**src/rtl/pc_unit.sv**
```systemverilog
// pc_unit -- fetch-stage program counter for the MIPS datapath.
//
// Holds the current fetch address. Each cycle it either advances by STEP or
// takes a redirect. Redirects are chosen by fixed priority: exception, then
// jump, then branch. A redirect that arrives while the pipeline is stalled is
// parked in a pending register and applied when the stall is released.
//
// Optional feature: define PC_TRACE_EN to build a circular trace buffer that
// records the last TRACE_DEPTH PC values the counter moved away from. Without
// the macro no trace storage exists and TraceData is constant zero.
//
// Ports:
//   Clk          rising-edge clock
//   Reset        asynchronous active-high reset
//   Stall        hold the PC (hazard unit)
//   BranchTaken  branch redirect request, target BranchTarget
//   JumpTaken    jump redirect request, target JumpTarget
//   ExcReq       exception redirect request, target EXC_VECTOR
//   PCResult     registered current PC
//   PCPlusStep   PCResult + STEP (wraps modulo 2^WIDTH)
//   Pending      a redirect is buffered until the stall clears
//   AlignErr     one-cycle pulse: a misaligned jump/branch target was rejected
//   debugPC      copy of PCResult for the debug/display path
//   TraceIdx     trace read index, 0 = most recent departed PC
//   TraceData    trace read data (0 when PC_TRACE_EN is undefined)
module pc_unit #(
  parameter int               WIDTH        = 32,
  parameter int               STEP         = 4,
  parameter logic [WIDTH-1:0] RESET_VECTOR = 32'h00000000,
  parameter logic [WIDTH-1:0] EXC_VECTOR   = 32'h00000080,
  parameter int               TRACE_DEPTH  = 8
) (
  input  logic                           Clk,
  input  logic                           Reset,
  input  logic                           Stall,
  input  logic                           BranchTaken,
  input  logic [WIDTH-1:0]               BranchTarget,
  input  logic                           JumpTaken,
  input  logic [WIDTH-1:0]               JumpTarget,
  input  logic                           ExcReq,
  output logic [WIDTH-1:0]               PCResult,
  output logic [WIDTH-1:0]               PCPlusStep,
  output logic                           Pending,
  output logic                           AlignErr,
  output logic [WIDTH-1:0]               debugPC,
  input  logic [$clog2(TRACE_DEPTH)-1:0] TraceIdx,
  output logic [WIDTH-1:0]               TraceData
);

  localparam int               IDX_W      = $clog2(TRACE_DEPTH);
  localparam logic [WIDTH-1:0] STEP_W     = WIDTH'(STEP);
  localparam logic [WIDTH-1:0] ALIGN_MASK = STEP_W - WIDTH'(1);

  // Ordered so that a numerically larger value is a stronger redirect.
  typedef enum logic [1:0] {PRI_NONE, PRI_BRANCH, PRI_JUMP, PRI_EXC} prio_t;
  typedef enum logic {RUN, HOLD} state_t;

  state_t           r_state;
  logic [WIDTH-1:0] r_pc;
  logic [WIDTH-1:0] r_pendTarget;
  prio_t            r_pendPri;
  logic             r_pending;
  logic             r_alignErr;

  prio_t            w_reqPri;
  logic [WIDTH-1:0] w_reqTarget;
  logic             w_misaligned;
  logic             w_takeNew;
  logic [WIDTH-1:0] w_nextPc;

  // Pick this cycle's redirect. A misaligned jump/branch keeps its priority
  // class but is steered to the exception vector instead.
  always_comb begin
    w_reqPri     = PRI_NONE;
    w_reqTarget  = EXC_VECTOR;
    w_misaligned = 1'b0;
    if (ExcReq) begin
      w_reqPri = PRI_EXC;
    end else if (JumpTaken) begin
      w_reqPri     = PRI_JUMP;
      w_misaligned = (JumpTarget & ALIGN_MASK) != '0;
      w_reqTarget  = w_misaligned ? EXC_VECTOR : JumpTarget;
    end else if (BranchTaken) begin
      w_reqPri     = PRI_BRANCH;
      w_misaligned = (BranchTarget & ALIGN_MASK) != '0;
      w_reqTarget  = w_misaligned ? EXC_VECTOR : BranchTarget;
    end
  end

  // In RUN the buffered priority is always PRI_NONE, so any request wins;
  // in HOLD a request only displaces an equal-or-weaker buffered one.
  assign w_takeNew = (w_reqPri != PRI_NONE) && (w_reqPri >= r_pendPri);

  always_comb begin
    w_nextPc = r_pc;
    if (!Stall) begin
      if (r_state == HOLD) begin
        w_nextPc = w_takeNew ? w_reqTarget : r_pendTarget;
      end else begin
        w_nextPc = w_takeNew ? w_reqTarget : r_pc + STEP_W;
      end
    end
  end

  // RUN/HOLD controller with all outputs registered.
  always_ff @(posedge Clk or posedge Reset) begin
    if (Reset) begin
      r_state      <= RUN;
      r_pc         <= RESET_VECTOR;
      r_pendTarget <= '0;
      r_pendPri    <= PRI_NONE;
      r_pending    <= 1'b0;
      r_alignErr   <= 1'b0;
    end else begin
      r_pc       <= w_nextPc;
      r_alignErr <= w_misaligned;
      if (Stall) begin
        if (w_takeNew) begin
          r_pendTarget <= w_reqTarget;
          r_pendPri    <= w_reqPri;
          r_state      <= HOLD;
          r_pending    <= 1'b1;
        end
      end else begin
        r_pendTarget <= '0;
        r_pendPri    <= PRI_NONE;
        r_state      <= RUN;
        r_pending    <= 1'b0;
      end
    end
  end

  assign PCResult   = r_pc;
  assign debugPC    = r_pc;
  assign PCPlusStep = r_pc + STEP_W;
  assign Pending    = r_pending;
  assign AlignErr   = r_alignErr;

`ifdef PC_TRACE_EN
  logic [WIDTH-1:0] r_trace [TRACE_DEPTH];
  logic [IDX_W-1:0] r_wptr;
  logic [IDX_W-1:0] w_rdPtr;

  // Record the PC being left whenever the PC actually changes value.
  always_ff @(posedge Clk or posedge Reset) begin
    if (Reset) begin
      for (int i = 0; i < TRACE_DEPTH; i++) begin
        r_trace[i] <= '0;
      end
      r_wptr <= '0;
    end else if (w_nextPc != r_pc) begin
      r_trace[r_wptr] <= r_pc;
      r_wptr          <= r_wptr + IDX_W'(1);
    end
  end

  // Index 0 is the newest entry; pointer arithmetic wraps at TRACE_DEPTH.
  assign w_rdPtr   = r_wptr - IDX_W'(1) - TraceIdx;
  assign TraceData = r_trace[w_rdPtr];
`else
  logic [IDX_W-1:0] w_unusedTraceIdx;
  assign w_unusedTraceIdx = TraceIdx;
  assign TraceData        = '0;
`endif

endmodule
```
**config.mk**
```make
export PLATFORM = sky130hd
export DESIGN_NAME = pc_unit
export DESIGN_NICKNAME = d
export VERILOG_FILES = /design/src/rtl/pc_unit.sv
export SDC_FILE = /design/constraint.sdc
export NUM_CORES = 1
export LEC_CHECK = 0
export CAP_MARGIN = 20
export CORE_MARGIN = 5
export CORE_UTILIZATION = 40
export DETAILED_ROUTE_END_ITERATION = 6
export PLACE_DENSITY = 0.87
export SETUP_SLACK_MARGIN = 0.15
export SKIP_LAST_GASP = 1
export SYNTH_ARGS = -nofsm -noshare
export SYNTH_HDL_FRONTEND = slang
export SYNTH_SLANG_ARGS = --single-unit
```
**constraint.sdc**
```tcl
create_clock -name Clk -period 5 [get_ports Clk]
set_input_delay 0.75 -clock Clk [delete_from_list [all_inputs] [get_ports Clk]]
set_output_delay 0.75 -clock Clk [all_outputs]
set_load 0.05 [all_outputs]
```
==> results.md <==
* Final Setup Violations at 0
* Drt total wl at 14.8 mm
* Drt wl/cell at 17.6 um
* DP HPWL at 10.7 mm
* Total of max-cap violations at 0
* Register bit total from synthesis at 68
* Crit-path max FO at 7
* Number of port buffers at 167
* Min-Delay Path Class: flip-flop to flip-flop
* Vias post-DR at 4738
* Skew final at 0.00772 ns
* CP Launch Type: flip-flop
* Post-CTS Resized at 0
* Max-slew headroom at the worst pin at 0.316
* Reg clk slew, reported paths at 0.06 ns
* Status: finished clean
* Pwr dens at 308 nW/um^2
* Total Power at 2.02 mW
* # rows at 40
* DR iter-0 viols at 404
* Finished Cell Area at 6570 sq um
* Cts hold-fix bufs at 0
* Sum Neg Setup Slack at 0 ns
* Root buf cell: clkbuf_16
* Ant. Diodes at 0
* Mapped Cells at 577
* # IOs at 203
* Cts bufs inserted at 9
* WS Path Type: flip-flop to output pin
* Peak supply drop at 0.176 mV
* Post-synth EDFFs at 0
* Global-route total usage across every layer at 0.198
* Die area at 14300 sq um
* Initial core utilization at 0.404
* Synth Warn # at 0
* Antenna violations before repair at 0
* Slew of the pin with the lowest slew margin at 1.02 ns
* Die height at 119 um
* Final Max Slew Viols at 0
* DRC viols at 0
* H-tree levels at 3
* Final net count at 763
* Post-DRT Antenna Nets at 0
* Maximum clock path buffer count at 2
* Drt pass-1 iters at 5
* Arrival @ worst endpoint at 3.30 ns
* Final cycle utilization of the critical path at 0.810
* Core ar. at 11900 sq um
* Synth async-reset ratio at 1.00
* Seq/Total Area, Yosys at 0.355
* CTS Sinks at 68
* Vias in the first global route at 4547
* RSZ-0062 raised after global routing: false
* Layout cell share with drive strength beyond 1 at 0.0606
* Grt total ovfl at 0
* Pin count of the biggest net entering global routing at 46
* CTS tree: yes
* Gp weighted congestion at 0.873
* Vias per cell at 5.64
* Placed inst area at 6220 sq um
* Primary FF master, synth: dfrtp_1
* CP Capture Type: output pin
* First-pass GRT wire length at 23.1 mm
* P_leak at 2.57 nW
* Syn Area/Cell at 8.30 sq um
* Postcts setup bufs at 0
* Post-Syn Area at 4790 sq um
* Die width at 119 um
* Final hold violation count at 0
* Post-route minimum period at 4.05 ns
* Fmax at 0.247 GHz
* Unique masters post-synth at 59
* Clk_lat worst skew at 0.33 ns
* CP required at 4.25 ns
* Area grow syn2layout at 37.3%
==> synthesized netlist by cell type, types with 10 or more instances <==
master / number / area share
nand3_1: 13 / 0.014
inv_1: 15 / 0.012
clkbuf_1: 32 / 0.025
xnor2_1: 18 / 0.033
nand4_1: 11 / 0.014
buf_4: 66 / 0.10
dfrtp_1: 68 / 0.36
nor2_1: 72 / 0.056
a21oi_1: 50 / 0.052
nand2_1: 26 / 0.020
o21ai_0: 17 / 0.018
a22oi_1: 31 / 0.049
a2bb2oi_1: 13 / 0.024
xor2_1: 10 / 0.018
==> path summary, 6_finish.rpt <==
kind / slack, ns / cells past startpoint / startpoint / endpoint
max: 0.95 / 6 / PCResult[3]$_DFFE_PP0N_ / PCPlusStep[24]
min: 0.51 / 2 / r_pendTarget[20]$_DFF_PP0_ / r_pendTarget[20]$_DFF_PP0_
max reg2reg: 2.38 / 7 / r_pendPri[1]$_DFFE_PP0P_ / PCResult[13]$_DFFE_PP0N_
min reg2reg: 0.51 / 2 / r_pendTarget[20]$_DFF_PP0_ / r_pendTarget[20]$_DFF_PP0_
max in group asynchronous: 3.18 / 3 / Reset / PCResult[4]$_DFFE_PP0N_
min in group asynchronous: 0.88 / 2 / Reset / r_pendPri[0]$_DFFE_PP0P_
==> power by group <==
part | internal, mW | leakage, nW | total (mW) | switching, mW
Sequential | 0.576 | 0.924 | 0.630 | 0.0547
Combinational | 0.216 | 1.48 | 0.650 | 0.434
Clock | 0.501 | 0.169 | 0.744 | 0.244
==> critical path, cell delays in order, from the launching register on <==
cell and delay [ns]:
dfrtp_1 0.48, ha_1 0.31, nand3_1 0.28, nor4_2 0.57
nand4_1 0.29, xnor2_1 0.21, clkdlybuf4s50_1 0.83
==> sequential cells by signal, indices dropped and copies added, names as in the netlist <==
| register | cells |
|---|---|
| PCResult | 32 |
| r_pendPri | 2 |
| Pending | 1 |
| AlignErr | 1 |
| r_pendTarget | 32 |
==> per-stage QoR <==
stage | hold slack (ns) | setup slack, ns | cells | util
detailed placement | 0.504 | 1.23 | 824 | 0.525
finish | 0.512 | 0.949 | 840 | 0.554
global placement | 0.491 | 1.27 | 824 | 0.525
global route | 0.532 | 0.818 | 840 | 0.554
CTS | 0.516 | 0.997 | 840 | 0.554
floorplan | 0.474 | 1.45 | 608 | -
==> area by class of cell <==
class	instances	area, sq um
fill	1005	5290
multi-input combinational	415	2520
timing repair buffer	179	1760
sequential	68	1700
clock buffer	10	239
tap	147	184
clock inverter	6	111
inverter	15	56.3
==> routing by layer <==
metal | up-vias | global-route usage | share of wire
met1 | 2257 | 0.260 | 0.41
met5 | - | 0 | 0
met3 | 25 | 0.0370 | 0.083
met4 | 0 | 0.0687 | 0.019
li1 | 2209 | - | -
met2 | 247 | 0.328 | 0.49
==> cell usage in the layout, fill, tap and decap left out, types with 7 or more instances in the layout <==
master and instances:
o21ai_1 8, nand2_1 26, xor2_1 10, a2bb2oi_1 13
o21ai_0 17, a21oi_1 50, o22ai_1 8, nor4_1 9
conb_1 32, dfrtp_1 68, nand4_1 11, o31a_1 8
a22oi_1 31, clkdlybuf4s50_1 167, nand3_1 13, a211oi_1 8
nand2b_1 7, xnor2_1 18, inv_1 14, buf_4 12
and3_1 8, nor2_1 72, clkbuf_16 9, and4_1 7
==> kinds of logic after synthesis <==
logic type                 after synthesis  share of synthesized area
adders and majority gates                2                    0.00523
DFF                                     68                      0.355
buffers and inverters                  125                      0.153
other                                    1                   0.000783
and+or+nand+nor                        171                      0.178
xor gates and xnor gates                28                     0.0512
muxes                                    1                    0.00235
AOI/OAI and AO/OA                      181                      0.255
Power figures use the tool's default switching activity.
==> patch 1 (same flow settings) <==
Put one more register stage on the output `debugPC`, cleared by the reset. The value now appears one clock later. The other outputs are not delayed to match.
--- a/src/rtl/pc_unit.sv
+++ b/src/rtl/pc_unit.sv
@@ -131,7 +131,13 @@
   end
 
   assign PCResult   = r_pc;
-  assign debugPC    = r_pc;
+  always_ff @(posedge Clk or posedge Reset) begin
+    if (Reset) begin
+      debugPC <= '0;
+    end else begin
+      debugPC <= r_pc;
+    end
+  end
   assign PCPlusStep = r_pc + STEP_W;
   assign Pending    = r_pending;
   assign AlignErr   = r_alignErr;
Formal check against the unedited RTL: not equivalent (Yosys sat finds a counterexample within 4 cycles, from zero or initial values and one cycle with Reset high).
==> patch 1 against the unedited design <==
- clock skew is essentially flat
- wire length grew 4.0%
- critical path depth is the same
- worst setup slack lost 0.036 ns
- area after synthesis grew 14%
- total power grew 14%
- cell count grew 6.7%
- clock power shrank 4.8%
- sequential cell count grew 32
- cell area grew 13%
- combinational power grew 4.9%
- global-route usage shrank 1.2 points
- critical endpoint is now PCPlusStep[30]
- largest cell class unchanged
- largest power group is now registers
==> patch 1: results (changes against the unedited design) <==
Timing
  – Max_slew headroom: 34.2% (was 31.6%)
  – Max Slew Vio Count: 0 (unchanged)
  – Worst hold slack: 0.440 ns (was 0.512 ns)
  – Clk_skew: 0.00754 ns (was 0.00772 ns)

Global route
  – Met2 Usage GRT: 28.7% (was 32.8%)
  – First-pass GRT wire length: 24.2 mm (was 23.1 mm)
  – Total track usage: 18.7% (was 19.8%)
  – Initial antenna violation count: 0 (unchanged)
  – Grt met3 use: 4.20% (was 3.70%)
  – M1 GR Usage: 26.5% (was 26.0%)
  – Vias in the first global route: 4554 (was 4547)

Clock tree
  – Worst skew pair latency: 0.35 ns (was 0.33 ns)
  – CTS max path bufs: 2 (unchanged)
  – Post-CTS Setup Inserts: 0 (unchanged)

Logic synthesis
  – Post-synthesis sequential area ratio: 46.0% (was 35.5%)
  – Mean post-synth cell area: 9.55 sq um (was 8.30 sq um)
  – Top post-synthesis cells by area: dfrtp_1, buf_4, a21oi_1 (was dfrtp_1, buf_4, nor2_1)
  – Synth top cells by count: dfrtp_1, nor2_1, a21oi_1, buf_4, nor2b_1 (was nor2_1, dfrtp_1, buf_4, a21oi_1, clkbuf_1)
  – Yosys cell types: 67 (was 59)
  – YS warnings: 0 (unchanged)

Placed design
  – Hpwl dp: 11.3 mm (was 10.7 mm)
  – Gpl congestion: 0.795 (was 0.873)
  – DP Cell Count: 880 (was 824)

Worst setup path
  – R2R Path End: PCResult[12] (was PCResult[13])
  – FF-to-FF setup slack: 2.48 ns (was 2.38 ns)
  – Worst-path fanout max: 8 (was 7)

Detailed routing
  – WL final: 15.4 mm (was 14.8 mm)
  – DR WL/cell: 17.2 um (was 17.6 um)
  – Iteration-0 DRC Markers: 384 (was 404)
  – Vias/cell: 5.36 (was 5.64)

Final layout
  – Layout cell share with drive strength beyond 1: 6.53% (was 6.06%)
  – Fin nets: 790 (was 763)

Pwr
  – Max VDD drop: 0.182 mV (was 0.176 mV)

Hold path
  – Worst Hold Endpoint: debugPC[27] (was r_pendTarget[20])
  – Hold Path Cell Cnt: 0 (was 2)
  – Hold Path Origin: PCResult[27] (was r_pendTarget[20])

Status
  – Status: completed (unchanged)
## patch 1: cell count changes after synthesis, moves of 8 or more
cell       unedited run  this run
nor2_1               72        59
dfrtp_1              68       100
a2bb2oi_1            13         1
buf_4                66        34
nor2b_1               0        32
o2bb2ai_1             2        15
nand3_1              13         5
## patch 1: how the worst max path moves through the flow
| stage | startpoint | to | slack, ns | cells past startpoint |
|---|---|---|---|---|
| 2_1_floorplan | PCResult[3] | PCPlusStep[28] | 1.39 | 6 |
| 6_report | PCResult[2] | PCPlusStep[30] | 0.91 | 6 |
| 3_3_place_gp | JumpTaken | PCResult[13] | 1.27 | 9 |
| 4_1_cts | PCResult[2] | PCPlusStep[30] | 0.90 | 6 |
| 5_1_grt | PCResult[2] | PCPlusStep[30] | 0.80 | 6 |
| 3_5_place_dp | JumpTaken | PCResult[12] | 1.22 | 9 |
## patch 1: power by group
group	switching [uW]	leakage, uW	internal [uW]	total, uW
clock network	292	0.000144	417	708
registers	58.3	0.00136	853	911
logic	459	0.00156	223	682
total	809	0.00306	1490	2300
## patch 1: final cells by class
type / instances / area [sq um]
Fill cell: 1121 / 5860
Multi-Input combinational cell: 412 / 2620
Sequential cell: 100 / 2500
Timing Repair Buffer: 177 / 1740
Clock buffer: 15 / 268
Tap cell: 176 / 220
Inverter: 15 / 58.8
Clock inverter: 1 / 30.0
## patch 1: critical path, cell delays in order (launching register included)
cell             delay [ns]
dfrtp_1                0.48
ha_1                   0.39
nand4_4                0.20
nor4_2                 0.59
and4_1                 0.34
xor2_1                 0.16
clkdlybuf4s50_1        0.83
## patch 1: metrics by stage
stage | utilization (%) | cell area, sq um | setup WS [ns]
global route | 55.9 | 7440 | 0.797
global placement | 53.7 | 7140 | 1.27
detailed placement | 53.7 | 7140 | 1.22
floorplan | - | 5560 | 1.39
finish | 55.9 | 7440 | 0.914
CTS | 55.9 | 7440 | 0.898
## patch 1: logic make-up after synthesis
group,Yosys count,synth area share [%]
AO/OA/AOI/OAI,168,20.7
XOR/XNOR,28,4.51
adder cells (fa/ha/maj),2,0.460
buffers and inverters,89,8.83
flip-flops,100,46.0
multiplexers,7,1.40
other,1,0.0689
AND/OR/NAND/NOR,175,18.0
## patch 1: metal layers
metal / vias up / share of wire [%]
li1: 2273 / -
met4: 0 / 1.3
met2: 211 / 47
met3: 18 / 8.4
met1: 2302 / 43
met5: - / 0
==> patch 2 (config.mk and constraints unchanged) <==
Without the edit above. Set the parameter `WIDTH` to 16 (it was 32).
--- a/src/rtl/pc_unit.sv
+++ b/src/rtl/pc_unit.sv
@@ -24,7 +24,7 @@
 //   TraceIdx     trace read index, 0 = most recent departed PC
 //   TraceData    trace read data (0 when PC_TRACE_EN is undefined)
 module pc_unit #(
-  parameter int               WIDTH        = 32,
+  parameter int               WIDTH        = 16,
   parameter int               STEP         = 4,
   parameter logic [WIDTH-1:0] RESET_VECTOR = 32'h00000000,
   parameter logic [WIDTH-1:0] EXC_VECTOR   = 32'h00000080,
Ports: changed (6 resized); port bits go from 203 to 107. No check against the original RTL was run, so the function may have changed too.
==> patch 2 against the unedited design <==
- area after synthesis decreased by 51%
- wire length decreased by 56%
- cell area decreased by 52%
- highest routed layer unchanged
- cell count decreased by 52%
- worst setup slack improved by 0.61 ns
- critical endpoint is now PCPlusStep[12]
- die area decreased by 47%
- total power decreased by 56%
- sequential cell count decreased by 32
==> patch 2: results (changes against the unedited design) <==
Logic synthesis
  – Top post-synthesis cells by area: dfrtp_1, buf_4, a21oi_1 (was dfrtp_1, buf_4, nor2_1)
  – Post-synthesis sequential area ratio: 38.4% (was 35.5%)
  – Count leader, synth: dfrtp_1 (was nor2_1)
  – Yosys cell types: 44 (was 59)

Worst setup path
  – Worst EP arrival: 2.69 ns (was 3.30 ns)
  – Worst setup startpoint: PCResult[2] (was PCResult[3])
  – R2R Path End: PCResult[8] (was PCResult[13])
  – Worst-path fanout max: 9 (was 7)
  – FF-to-FF setup slack: 2.63 ns (was 2.38 ns)
  – R2r worst-path depth: 9 (was 7)
  – Worst Setup EP: PCPlusStep[12] (was PCPlusStep[24])

Clock tree
  – Worst skew pair latency: 0.29 ns (was 0.33 ns)
  – Clk root buf: clkbuf_8 (was clkbuf_16)
  – CTS Buf Count: 5 (was 9)

Timing
  – Worst Max-Slew Pin Slew: 1.06 ns (was 1.02 ns)

Pwr
  – Seq pwr: 332 uW (was 630 uW)
  – Leakage power: 0.00131 uW (was 0.00257 uW)

Status
  – Status: completed (unchanged)

Placed design
  – Pre-CTS WS: 1.53 ns (was 1.23 ns)
  – Port bufs: 87 (was 167)

Detailed routing
  – Vias/cell: 5.29 (was 5.64)
  – WL final: 6.54 mm (was 14.8 mm)

Final layout
  – Fin nets: 373 (was 763)

Hold path
  – Worst Hold Endpoint: PCResult[1] (was r_pendTarget[20])

Global route
  – First-pass GRT wire length: 10.4 mm (was 23.1 mm)
  – Vias in the first global route: 2145 (was 4547)
-- patch 2: layer usage --
| metal | GRT usage, % | wire (um) |
|---|---|---|
| met1 | 21.2 | 2560 |
| met4 | 6.37 | 117 |
| met2 | 30.4 | 3380 |
| met3 | 4.37 | 484 |
| met5 | 0 | 0 |
-- patch 2: final cells by class --
cell class                 instances  area (sq um)
fill                             527          2630
inverter                          13          48.8
clock buffer                       8          90.1
tap                               75          93.8
multi-input combinational        181          1130
sequential                        36           901
timing repair buffer              93           916
-- patch 2: per-stage QoR --
step / power (uW) / hold WS (ns) / cells
floorplan: 584 / 0.461 / 280
global placement: 675 / 0.478 / 398
detailed placement: 682 / 0.487 / 398
CTS: 895 / 0.513 / 406
global route: 929 / 0.549 / 406
finish: 892 / 0.502 / 406
-- patch 2: cells by family after synthesis --
logic type	synth area share (%)
other	0.160
adders and majority gates	1.07
DFF	38.4
and+or+nand+nor	17.3
muxes	2.82
xor gates and xnor gates	4.48
AOI/OAI and AO/OA	19.6
buffers and inverters	16.2
